`src/rtl/counter_mod.sv`:
```
// Modulo up/down counter with prescaled enable, sync load/clear, wrap pulse and sticky overflow.
// Define COUNTER_MOD_SATURATE_EN to hold at the boundary instead of wrapping (same ports either way).
module counter_mod #(
  parameter int WIDTH    = 4,
  parameter int MODULO   = 16,
  parameter int PRESCALE = 1
) (
  input  logic             clock_i,
  input  logic             reset_i,
  input  logic             enable_i,
  input  logic             up_down_i,
  input  logic             load_i,
  input  logic [WIDTH-1:0] load_value_i,
  input  logic             clear_i,
  output logic [WIDTH-1:0] counter_value_o,
  output logic             terminal_count_o,
  output logic             wrap_o,
  output logic             overflow_o
);

  localparam int              PW      = (PRESCALE > 1) ? $clog2(PRESCALE) : 1;
  localparam logic [WIDTH-1:0] MAX_VAL = WIDTH'(MODULO - 1);
  localparam logic [PW-1:0]    PRE_MAX = PW'(PRESCALE - 1);

  if (WIDTH < 1 || WIDTH > 16) begin : g_bad_width
    $error("counter_mod: WIDTH out of range");
  end
  if (MODULO < 2 || MODULO > (1 << WIDTH)) begin : g_bad_modulo
    $error("counter_mod: MODULO out of range");
  end
  if (PRESCALE < 1 || PRESCALE > 256) begin : g_bad_prescale
    $error("counter_mod: PRESCALE out of range");
  end

  logic [WIDTH-1:0] cnt_q, cnt_d;
  logic [PW-1:0]    pre_q, pre_d;
  logic             wrap_q, wrap_d;
  logic             ovf_q, ovf_d;
  logic             tick;
  logic             at_bound;

  always_comb begin
    // With PRESCALE=1 the prescaler sits at 0 == PRE_MAX, so tick follows enable_i.
    tick     = enable_i && (pre_q == PRE_MAX);
    at_bound = up_down_i ? (cnt_q == MAX_VAL) : (cnt_q == '0);

    cnt_d  = cnt_q;
    pre_d  = pre_q;
    wrap_d = 1'b0;
    ovf_d  = ovf_q;

    if (clear_i) begin
      cnt_d = '0;
      pre_d = '0;
      ovf_d = 1'b0;
    end else if (load_i) begin
      cnt_d = (load_value_i > MAX_VAL) ? MAX_VAL : load_value_i;
      pre_d = '0;
    end else begin
      if (enable_i) begin
        pre_d = tick ? '0 : pre_q + 1'b1;
      end
      if (tick) begin
        if (at_bound) begin
          ovf_d = 1'b1;
`ifdef COUNTER_MOD_SATURATE_EN
          cnt_d = cnt_q;
`else
          cnt_d  = up_down_i ? '0 : MAX_VAL;
          wrap_d = 1'b1;
`endif
        end else begin
          cnt_d = up_down_i ? cnt_q + 1'b1 : cnt_q - 1'b1;
        end
      end
    end
  end

  always_ff @(posedge clock_i or posedge reset_i) begin
    if (reset_i) begin
      cnt_q  <= '0;
      pre_q  <= '0;
      wrap_q <= 1'b0;
      ovf_q  <= 1'b0;
    end else begin
      cnt_q  <= cnt_d;
      pre_q  <= pre_d;
      wrap_q <= wrap_d;
      ovf_q  <= ovf_d;
    end
  end

  assign counter_value_o  = cnt_q;
  assign terminal_count_o = at_bound;
  assign wrap_o           = wrap_q;
  assign overflow_o       = ovf_q;

endmodule
```
`config.mk`:
```
export PLATFORM = sky130hd
export DESIGN_NAME = counter_mod
export DESIGN_NICKNAME = d
export VERILOG_FILES = /design/src/rtl/counter_mod.sv
export SDC_FILE = /design/constraint.sdc
export NUM_CORES = 1
export LEC_CHECK = 0
export ABC_AREA = 1
export CAP_MARGIN = 0
export CORE_AREA = 3 3 40 42
export CTS_BUF_LIST = sky130_fd_sc_hd__clkbuf_4 sky130_fd_sc_hd__clkbuf_8
export CTS_CLUSTER_DIAMETER = 50
export CTS_CLUSTER_SIZE = 20
export DETAILED_ROUTE_END_ITERATION = 7
export DIE_AREA = 0 0 43 45
export PLACE_DENSITY = 0.69
export SLEW_MARGIN = 15
export SYNTH_ARGS = -nofsm -noshare
export SYNTH_HDL_FRONTEND = slang
export SYNTH_SLANG_ARGS = --single-unit
export TNS_END_PERCENT = 50
```
`constraint.sdc`:
```
create_clock -name clock_i -period 3.3 [get_ports clock_i]
set_input_delay 0.495 -clock clock_i [delete_from_list [all_inputs] [get_ports clock_i]]
set_output_delay 0.495 -clock clock_i [all_outputs]
set_load 0.01 [all_outputs]
```
## Word-level counts from Yosys, hierarchy flattened

Cells that the tools add are included.

| storage, ports and cells | value |
|---|---|
| memories | 0 |
| bits in latches | 0 |
| bits in writable memories | 0 |
| logic and storage cells | 38 |
| bits of input ports | 10 |
| memory bits (read-only) | 0 |
| flip-flop bits (word level) | 7 |

| cells by class | value |
|---|---|
| mux-type cells | 20 |
| reductions and logical operators | 7 |
| div/mod/pow operators | 0 |
| add/subtract/negate cells | 3 |
| multipliers | 0 |
| bitwise operators | 1 |
| equality and inequality tests | 2 |
| $lt $le $gt $ge | 1 |
| shift-type cells | 0 |

Operators by type and width:

| kind | count |
|---|---|
| $mux W4 | 7 |
| $mux W1 | 13 |
| $reduce_bool A3 Y1 | 2 |
| $add A4 B1 Y4 const B | 1 |
| $eq A4 B4 Y1 const B | 1 |
| $gt A4 B4 Y1 const B | 1 |
| $logic_not A4 Y1 | 1 |
| $reduce_bool A2 Y1 | 2 |
| $sub A4 B1 Y4 const B | 1 |
| $reduce_and A3 Y1 | 1 |
| $ne A2 B1 Y1 const B | 1 |
| $add A1 B1 Y1 const B | 1 |
| $logic_and A1 B1 Y1 | 1 |
| $not A1 Y1 | 1 |

## Logic depth before layout (Yosys ltp)

| logic depth | value |
|---|---|
| word-level depth | 6 |
| mapped depth | 10 |
| gate-level depth less buffers | 10 |

## Worst setup path after synthesis

No wires, ideal clock.

| timing path | value |
|---|---|
| kind | input -> register |
| from | input up_down_i |
| to | register cnt_q[3] (netlist: counter_value_o[3]) |
| stages | 9 |
| arrival time | 1.349 ns |
| slack | 1.831 ns |
| setup time | 0.120 ns |
| buffers on the path | 0 |
| cell sequence | inv_1 > ha_1 > or2_1 > nand2_1 > nand2_1 > nand2_1 > nand2_1 > nand2_1 > a21oi_2 |

| between the ends | value |
|---|---|
| longest elaborated chain between the ends | 5 |

Ends and longest elaborated chain:

| element | line | text |
|---|---|---|
| from (decl) | 11 | `input logic up_down_i,` |
| $mux W4 (tied with other cells) | 73 | `cnt_d = up_down_i ? cnt_q + 1'b1 : cnt_q - 1'b1;` |
| $mux W4 * | 64 | `if (at_bound) begin` |
| $mux W4 * | 63 | `if (tick) begin` |
| $mux W4 * | 56 | `end else if (load_i) begin` |
| $mux W4 * | 52 | `if (clear_i) begin` |
| to (signal assigned) | 86 | `cnt_q <= cnt_d;` |
| to (decl) | 35 | `logic [WIDTH-1:0] cnt_q, cnt_d;` |

Every way passes the cells marked *; elsewhere a longest branch is shown, timed or not. The select of a mux whose other input is x is not followed.
A chain may end at the register's enable or synchronous reset.

## Final worst setup path

| timing path | value |
|---|---|
| from | input up_down_i |
| to | output terminal_count_o |

| between the ends | value |
|---|---|
| longest elaborated chain between the ends | 1 |

Ends and longest elaborated chain:

| element | line | text |
|---|---|---|
| $mux W1 | 45 | `at_bound = up_down_i ? (cnt_q == MAX_VAL) : (cnt_q == '0);` |
| to (decl) | 16 | `output logic terminal_count_o,` |

No other way between the ends.

==> results.sh <==
export IMPL_outcome="finished, final reports clean"
export IMPL_slew_headroom_pct=81.0
export IMPL_drt_iter0_drc=6
export IMPL_tightest_slew_ps=285
export IMPL_async_flop_share_pct=100
export IMPL_place_congestion=0.793
export IMPL_clk_pin_slew_ps=60
export IMPL_required_ps=2800
export IMPL_grt_max_degree=8
export IMPL_crit_arrival_ps=2010
export IMPL_hold_viol_final=0
export IMPL_yosysMostFrequentCell="nand2_1"
export IMPL_reg2reg_to="counter_value_o[3]"
export IMPL_reg2reg_depth=8
export IMPL_worstSetupPathType="primary input to primary output"
export IMPL_viasPerCell=4.55
export IMPL_cts_root_buf="clkbuf_4"
export IMPL_start_util_pct=40.0
export IMPL_core_um2=1280
export IMPL_dr_pass1_iters=4
export IMPL_clk_path_buf_depth=2
export IMPL_routed_wl_um=1090
export IMPL_fin_crit_sh_pct=75.8
export IMPL_hold_ws_ps=470
export IMPL_multi_input_area_um2=290
export IMPL_hpwlAfterDp_um=891
export IMPL_diodes=0
export IMPL_synthTopCellsByCount="nand2_1 (20), inv_1 (10), dfrtp_1 (7), nor2_1 (7)"
export IMPL_finalMaxSlewViolations=0
export IMPL_grt_ovfl_total=0
export IMPL_port_buffers=16
export IMPL_vias=473
export IMPL_die_area_um2=1940
export IMPL_hold_buffers=0
export IMPL_yosysUniqueCellTypes=20
export IMPL_crit_path_max_fanout=5
export IMPL_cap_violations=0
export IMPL_fin_nets=103
export IMPL_hold_class="primary input to asynchronous set/reset pin"
export IMPL_p_leak_uw=0.000359
export IMPL_fin_tns_setup_ps=0
export IMPL_synth_area_leaders="dfrtp_1 (34%), nand2_1 (15%), inv_1 (7.3%)"
export IMPL_yosysWarningCount=0
export IMPL_synth_top_area_share_pct=34.1
export IMPL_io_pins=17
export IMPL_yosysTopAreaCell="dfrtp_1"
export IMPL_endpoint_kind="primary output"
export IMPL_drc=0
export IMPL_cts_inserted_buffers=3
export IMPL_cts_max_level=1
export IMPL_grt_pass1_vias=461
export IMPL_rsz0062_at_grt="false"
export IMPL_post_cts_buffers=0
export IMPL_die_w_um=43
export IMPL_fmax_mhz=400
export IMPL_cts_resized=0
export IMPL_synth_nets=82
export IMPL_worstSetupStartpointType="primary input"
export IMPL_clock_sinks=7
export IMPL_period_needed_ps=2500
export IMPL_die_y_um=45
export IMPL_ys_flop_type="dfrtp_1"
export IMPL_insertion_delay_ps=260
export IMPL_drive_gt1_share_pct=18.0
export IMPL_antenna_found_initial=0
export IMPL_final_antenna_net_count=0
export IMPL_setup_violations_final=0
export IMPL_rows=13
export IMPL_cts_tree="done"
export IMPL_syn_area_um2=514
export IMPL_syn_avg_cell_area_um2=7.45
export IMPL_reg2reg_from="counter_value_o[2]"
export IMPL_synthToLayoutAreaGrowth_pct=40.6
export IMPL_grt_usage_pct=14.4
export IMPL_ys_seq_elements=7
export IMPL_r2r_slack_ps=1840
export IMPL_finalClockSkew_ps=3.90
export IMPL_power_density_nw_per_um2=399
export IMPL_yosysSeqAreaShare_pct=34.1
export IMPL_avgRoutedWirePerCell_um=10.5
export IMPL_ir_worst_vdd_uv=230
export IMPL_grt_first_pass_wirelength_um=1970
export IMPL_ff_latch_area_um2=175
export IMPL_synth_edf_count=0
export IMPL_synth_cells=69
export IMPL_fill_cells=128
## routing by layer
layer | share of wire (%) | up-vias | GRT usage (%)
met4 | 1.0 | 0 | 5.42
met3 | 6.3 | 2 | 7.17
li1 | - | 251 | -
met5 | 0 | - | 0
met2 | 49 | 11 | 23.4
met1 | 44 | 209 | 16.5
## where the power goes
group / internal [uW] / total, uW / switching [uW]
Clock: 54.6 / 90.6 / 36.0
Sequential: 92.8 / 102 / 9.30
Combinational: 47.9 / 95.8 / 47.9
## critical path, cell delays in order
cell	delay, ps
clkdlybuf4s50_1	480
inv_1	130
nand2_1	90
nor2_2	170
nor2_4	70
inv_1	50
clkdlybuf4s50_1	530
## sequential cells by signal, indices dropped and copies added, names as in the netlist
name	flops
pre_q	1
wrap_o	1
counter_value_o	4
overflow_o	1
## layout make-up
class                      count  area share, %
tap                           15           2.60
timing repair buffer          16           22.1
sequential                     7           24.2
inverter                      13           6.75
multi-input combinational     49           40.1
clock buffer                   4           4.15
## worst max path at each step
stage / depth (start not counted) / slack, ps / end / from
after floorplan: 9 / 1830 / counter_value_o[3] / up_down_i
after global placement: 7 / 840 / terminal_count_o / up_down_i
after detailed placement: 7 / 790 / terminal_count_o / up_down_i
after CTS: 7 / 790 / terminal_count_o / up_down_i
after global routing: 7 / 730 / terminal_count_o / up_down_i
final: 7 / 800 / terminal_count_o / up_down_i
## cells in the final DEF, fill, tap and decap left out
cell / synthesis / layout
a31oi_1: 1 / 1
nor3_1: 2 / 2
nor2_1: 7 / 7
or2_1: 1 / 1
o31ai_2: 1 / 1
nand3_2: 2 / 2
a21oi_2: 1 / 1
fa_1: 1 / 1
nor2_2: 1 / 1
nand3_1: 1 / 1
clkdlybuf4s50_1: 0 / 16
o21ai_0: 2 / 2
a21oi_1: 2 / 2
inv_1: 10 / 10
nor2_4: 3 / 3
clkbuf_4: 0 / 4
xnor2_1: 1 / 1
nand2_1: 20 / 20
inv_2: 3 / 3
nand2_2: 1 / 1
ha_1: 2 / 2
dfrtp_1: 7 / 7
## per-stage QoR
stage	cell area, um^2	util, %	setup slack, ps	std cells	power, uW
after floorplan	514	-	1830	69	160
after global placement	693	53.9	840	100	200
after detailed placement	693	53.9	793	100	200
after CTS	723	56.3	790	104	294
after global routing	723	56.3	727	104	316
final	723	56.3	797	104	289
## logic make-up (layout without fill, tap and decap cells)
kind of cell | after synthesis | after routing | share of synthesized area (%)
buf+inv | 13 | 33 | 9.49
simple gates | 38 | 38 | 36.7
fa+ha+maj | 3 | 3 | 8.76
flops | 7 | 7 | 34.1
xor+xnor | 1 | 1 | 1.70
compound gates | 7 | 7 | 9.25
Note: power is estimated with default switching activity, not from simulation.
